`src/rtl/cv32e40p_lce_detector.sv`:
```
// cv32e40p_lce_detector
//
// Watches the instruction stream leaving the marker-insertion stage and
// raises a sticky alarm when too many counted instructions pass without a
// security marker (JAL x0,0 = 32'h0000006f) between them. All-zero words
// are treated as bubbles and neither count nor reset the gap counter.
//
// Parameters:
//   WWDL           maximum consecutive counted instructions between markers
//
// Ports:
//   clk            clock, all state updates on the rising edge
//   rst            synchronous active-high reset
//   enable_i       monitoring enable
//   instr_valid_i  instr_i is valid this cycle
//   instr_i        32-bit instruction word
//   flush_i        pipeline flush, clears the gap counter while monitoring
//   alarm_clr_i    acknowledge that releases a raised alarm
//   alarm_o        registered alarm, high exactly while in ALARM
//   state_o        FSM state (IDLE=0, MON=1, ALARM=2)
//   marker_cnt_o   markers accepted while monitoring (stats build only)
//   alarm_cnt_o    MON->ALARM transitions (stats build only)
//
// Optional feature macro: CV32E40P_LCE_STATS_EN enables the saturating
// statistics counters; without it both counter outputs are tied to zero.

module cv32e40p_lce_detector #(
  parameter int WWDL = 8
) (
  input  logic        clk,
  input  logic        rst,
  input  logic        enable_i,
  input  logic        instr_valid_i,
  input  logic [31:0] instr_i,
  input  logic        flush_i,
  input  logic        alarm_clr_i,
  output logic        alarm_o,
  output logic [1:0]  state_o,
  output logic [15:0] marker_cnt_o,
  output logic [7:0]  alarm_cnt_o
);

  localparam int CW = $clog2(WWDL + 1);
  localparam logic [CW-1:0] CNT_MAX = CW'(WWDL);

  typedef enum logic [1:0] {
    IDLE  = 2'd0,
    MON   = 2'd1,
    ALARM = 2'd2
  } state_t;

  state_t        state_q, state_n;
  logic [CW-1:0] cnt_q, cnt_n;
  logic          alarm_q;
  logic          is_marker, is_ignored;

  assign is_marker  = (instr_i == 32'h0000006f);
  assign is_ignored = (instr_i == 32'h00000000);

  always_ff @(posedge clk) begin
    if (rst) begin
      state_q <= IDLE;
      cnt_q   <= '0;
      alarm_q <= 1'b0;
    end else begin
      state_q <= state_n;
      cnt_q   <= cnt_n;
      alarm_q <= (state_n == ALARM);
    end
  end

  // Disable wins over everything in MON, then flush, then the instruction.
  // A counted instruction arriving with the counter already at WWDL is the
  // violation; the counter stays saturated so it never exceeds WWDL.
  always_comb begin
    state_n = state_q;
    cnt_n   = cnt_q;
    unique case (state_q)
      IDLE: begin
        cnt_n = '0;
        if (enable_i) state_n = MON;
      end
      MON: begin
        if (!enable_i) begin
          state_n = IDLE;
          cnt_n   = '0;
        end else if (flush_i) begin
          cnt_n = '0;
        end else if (instr_valid_i) begin
          if (is_marker) begin
            cnt_n = '0;
          end else if (!is_ignored) begin
            if (cnt_q == CNT_MAX) begin
              state_n = ALARM;
            end else begin
              cnt_n = cnt_q + CW'(1);
            end
          end
        end
      end
      ALARM: begin
        if (alarm_clr_i) begin
          cnt_n   = '0;
          state_n = enable_i ? MON : IDLE;
        end
      end
      default: begin
        state_n = IDLE;
        cnt_n   = '0;
      end
    endcase
  end

  always_comb begin
    alarm_o = alarm_q;
    state_o = state_q;
  end

`ifdef CV32E40P_LCE_STATS_EN
  logic        marker_acc;
  logic        alarm_rise;
  logic [15:0] marker_cnt_q;
  logic [7:0]  alarm_cnt_q;

  // Mirrors the MON branch above: only a marker that actually resets the
  // gap counter is counted.
  assign marker_acc = (state_q == MON) && enable_i && !flush_i &&
                      instr_valid_i && is_marker;
  assign alarm_rise = (state_q == MON) && (state_n == ALARM);

  always_ff @(posedge clk) begin
    if (rst) begin
      marker_cnt_q <= '0;
      alarm_cnt_q  <= '0;
    end else begin
      if (marker_acc && (marker_cnt_q != 16'hFFFF))
        marker_cnt_q <= marker_cnt_q + 16'd1;
      if (alarm_rise && (alarm_cnt_q != 8'hFF))
        alarm_cnt_q <= alarm_cnt_q + 8'd1;
    end
  end

  assign marker_cnt_o = marker_cnt_q;
  assign alarm_cnt_o  = alarm_cnt_q;
`else
  assign marker_cnt_o = '0;
  assign alarm_cnt_o  = '0;
`endif

endmodule

```
`config.mk`:
```
export PLATFORM = sky130hd
export DESIGN_NAME = cv32e40p_lce_detector
export DESIGN_NICKNAME = d
export VERILOG_FILES = /design/src/rtl/cv32e40p_lce_detector.sv
export SDC_FILE = /design/constraint.sdc
export NUM_CORES = 1
export LEC_CHECK = 0
export ABC_AREA = 1
export ABC_CLOCK_PERIOD_IN_PS = 1400
export BUFFER_PORTS_ARGS = -buffer_cell sky130_fd_sc_hd__clkbuf_2
export CORE_MARGIN = 2
export CORE_UTILIZATION = 41
export CTS_BUF_LIST = sky130_fd_sc_hd__clkbuf_2
export CTS_CLUSTER_DIAMETER = 200
export CTS_CLUSTER_SIZE = 30
export DETAILED_ROUTE_END_ITERATION = 8
export HOLD_SLACK_MARGIN = 0.08
export PLACE_DENSITY = 0.81
export SYNTH_ARGS = -nofsm -noshare
export SYNTH_HDL_FRONTEND = slang
export SYNTH_SLANG_ARGS = --single-unit
```
`constraint.sdc`:
```
create_clock -name clk -period 1.4 [get_ports clk]
set_input_delay 0.07 -clock clk [delete_from_list [all_inputs] [get_ports clk]]
set_output_delay 0.07 -clock clk [all_outputs]
set_load 0.03 [all_outputs]
```
==> results_dict.tcl <==
set metrics [dict create \
    finalCritPeriodShare 0.9085 \
    ys.flop_type "dfxtp_1" \
    fin_cells 223 \
    rows 16 \
    cts_root_buf "clkbuf_2" \
    grt_max_degree 6 \
    grt_pass1_wl_um 2539 \
    rsz0062_at_grt "false" \
    drt_iter0_markers 13 \
    vias_per_cell 3.865 \
    critPathBufInv 2 \
    fin_setup_tns_ns 0 \
    synth_seq_cells 7 \
    crit_path_frequent_cell "inv_1" \
    r2r_end "cnt_q[2]" \
    clock_skew_ns 0.009188 \
    start_kind "register" \
    r2r-start "cnt_q[0]" \
    end_kind "register" \
    fin_crit_ns 1.272 \
    die_y_um 50.15 \
    core_sq_um 1982 \
    final_nets 237 \
    synth_edf_count 0 \
    hold-path-endpoint "state_o[0]" \
    clk_latency_ns 0.23 \
    wl_um 1514 \
    hpwl_um 1302 \
    hp-class "in -> reg" \
    dieArea_sq_um 2515 \
    yosysTopAreaCellShare 0.2063 \
    drt_first_pass_iters 4 \
    nFillCells 222 \
    hp-start "enable_i" \
    status "finished, final reports clean" \
    grt_util_all_layers 0.1299 \
    maxSlewViolCount 0 \
    finalHoldViolations 0 \
    grt_pass1_vias 725 \
    synth_common_cells "inv_1 (36), nand2_1 (31), buf_4 (24)" \
    tritoncts "yes" \
    die_x_um 50.15 \
    synthCells 152 \
    cts-buffers-inserted 3 \
    reg2reg_depth 9 \
    seq_area_sq_um 142.6 \
    final_area_sq_um 1059 \
    synth-seq-area-share 0.1605 \
    holdPathStages 3 \
    maxCapViolCount 0 \
    placed_area_sq_um 1013 \
    gp_congestion 0.7833 \
    dp.cells 218 \
    setup_violations 0 \
    drc 0 \
    cp_slowest_stage_delay_ns 0.35 \
    io_buffers 40 \
    antenna_left 0 \
    clk_pin_slew_ns 0.07 \
    antenna_cells 0 \
    start_util 0.4407 \
    p_leak_nw 0.7102 \
    gr-total-overflow 0 \
    yosysTopAreaCell "buf_4" \
    crit_slowest_cell "dfxtp_2" \
    worstSetupPathType "reg -> reg" \
    synth_area_sq_um 873.3 \
    synth_area_leaders "buf_4 (21%), dfxtp_1 (16%), inv_1 (15%)" \
    p_total_mw 0.5654 \
    max_freq_mhz 786.2 \
    ios 65 \
    synth.most_common_cell "inv_1" \
    path_max_fanout 5 \
    syn2layout_area_growth_pct 21.20 \
    clockBufferDepth 2 \
    multi_input_area_sq_um 516.7 \
    wire_per_inst_um 6.789 \
    num_vias 862 \
    critPathArrivalTime_ns 1.40 \
    cp_cell_sequence "inv_1 -> ha_1 -> nand3_1 -> inv_1 -> nand2_2 -> nand3_4 -> nand2_4 -> and2_4 -> nor2_2" \
    required_ns 1.53 \
    ir_drop_mv 0.4593 \
    async_reset_ff_frac 0 \
    cts.sinks 7 \
    yosysWarnings 0 \
    antenna_found_initial 0 \
    p_per_area_nw_per_um2 534.2 \
    cp_top_family "simple AND/OR/NAND/NOR gates" \
    synth_cell_types 20 \
    drive_above_1_share 0.3010 \
    avgSynthCellArea_sq_um 5.746 \
    htreeDepth 1 \
    rrSetupSlack_ns 0.13 \
]
[placed cells by master (no fill, tap or decap)]
cell type	Yosys	layout
clkbuf_2	0	44
inv_1	36	36
nand2_1	31	30
conb_1	1	24
nor2_1	22	21
nand3_1	8	8
nand2_2	5	6
dfxtp_1	7	5
a21oi_1	4	4
and2_1	2	2
xor2_1	2	2
nor2_2	1	2
ha_1	2	2
dfxtp_2	0	2
nor2_4	1	1
or2_0	1	1
nor3_2	1	1
nand3_4	0	1
nand2_4	1	1
and2_4	1	1
nor3_1	1	1
dlygate4sd3_1	0	1
[final cells by class]
type                    instances  share of cell area
multi-input cells             108              0.4882
repair buffers                 41              0.1986
flip-flops and latches          7              0.1348
inverters                      36              0.1277
well taps                      27             0.03191
clock buffers                   4             0.01891
[state kept, by name, indices dropped and copies added, names as in the netlist]
register / flops
alarm_o: 1
state_o: 2
cnt_q: 4
[worst register-to-register path: stages (launching register included)]
cell     delay, ns
dfxtp_2       0.35
inv_1         0.07
ha_1          0.19
nand3_1       0.07
inv_1         0.05
nand2_2       0.09
nand3_4       0.10
nand2_4       0.09
and2_4        0.13
nor2_2        0.03
[where the power goes]
| group | leakage, nW | internal (mW) | switching [mW] | total [mW] |
|---|---|---|---|---|
| Combinational | 0.636 | 0.0659 | 0.146 | 0.212 |
| Sequential | 0.0577 | 0.203 | 0.00288 | 0.206 |
| Clock | 0.0166 | 0.0758 | 0.0716 | 0.147 |
| Total | 0.710 | 0.345 | 0.220 | 0.565 |
[what timing repair did]
| item | CTS | global route |
|---|---|---|
| endpoints found under the hold margin | 3 | 0 |
| gates resized for setup | 0 | 5 |
| endpoints found under the setup margin | 0 | 4 |
| hold buffers | 1 | 0 |
| setup buffers | 0 | 0 |
[worst max path at each step]
stage	from	to	slack [ns]	cells past startpoint
3_3_place_gp	cnt_q[0]	cnt_q[2]	0.14	9
6_report	cnt_q[0]	cnt_q[2]	0.13	9
2_1_floorplan	state_o[0]	cnt_q[2]	0.05	9
3_5_place_dp	cnt_q[0]	cnt_q[2]	0.10	9
4_1_cts	cnt_q[0]	cnt_q[2]	0.05	9
5_1_grt	cnt_q[0]	cnt_q[2]	0.004	9
[per-layer routing]
layer	up-vias	wire length, um	track usage
met1	338	569	0.1308
li1	477	-	-
met5	-	0	0
met3	2	168	0.04167
met4	0	14	0.04167
met2	45	760	0.2478
[logic make-up after synthesis]
logic type,Yosys count,synth area share
AO/OA/AOI/OAI,4,0.02292
XOR/XNOR,2,0.02006
adder cells (fa/ha/maj),2,0.02865
buffers and inverters,60,0.3610
flip-flops,7,0.1605
other,1,0.004294
AND/OR/NAND/NOR,76,0.4026
[per-stage QoR]
step / hold slack (ns) / worst slack (ns) / util
floorplan: 0.1391 / 0.05303 / -
detailed placement: 0.2907 / 0.1035 / 0.5114
finish: 0.1054 / 0.1281 / 0.5341
global placement: 0.2844 / 0.1417 / 0.5114
CTS: 0.1003 / 0.04811 / 0.5265
global route: 0.09632 / 0.004420 / 0.5341
Power figures use the tool's default switching activity.
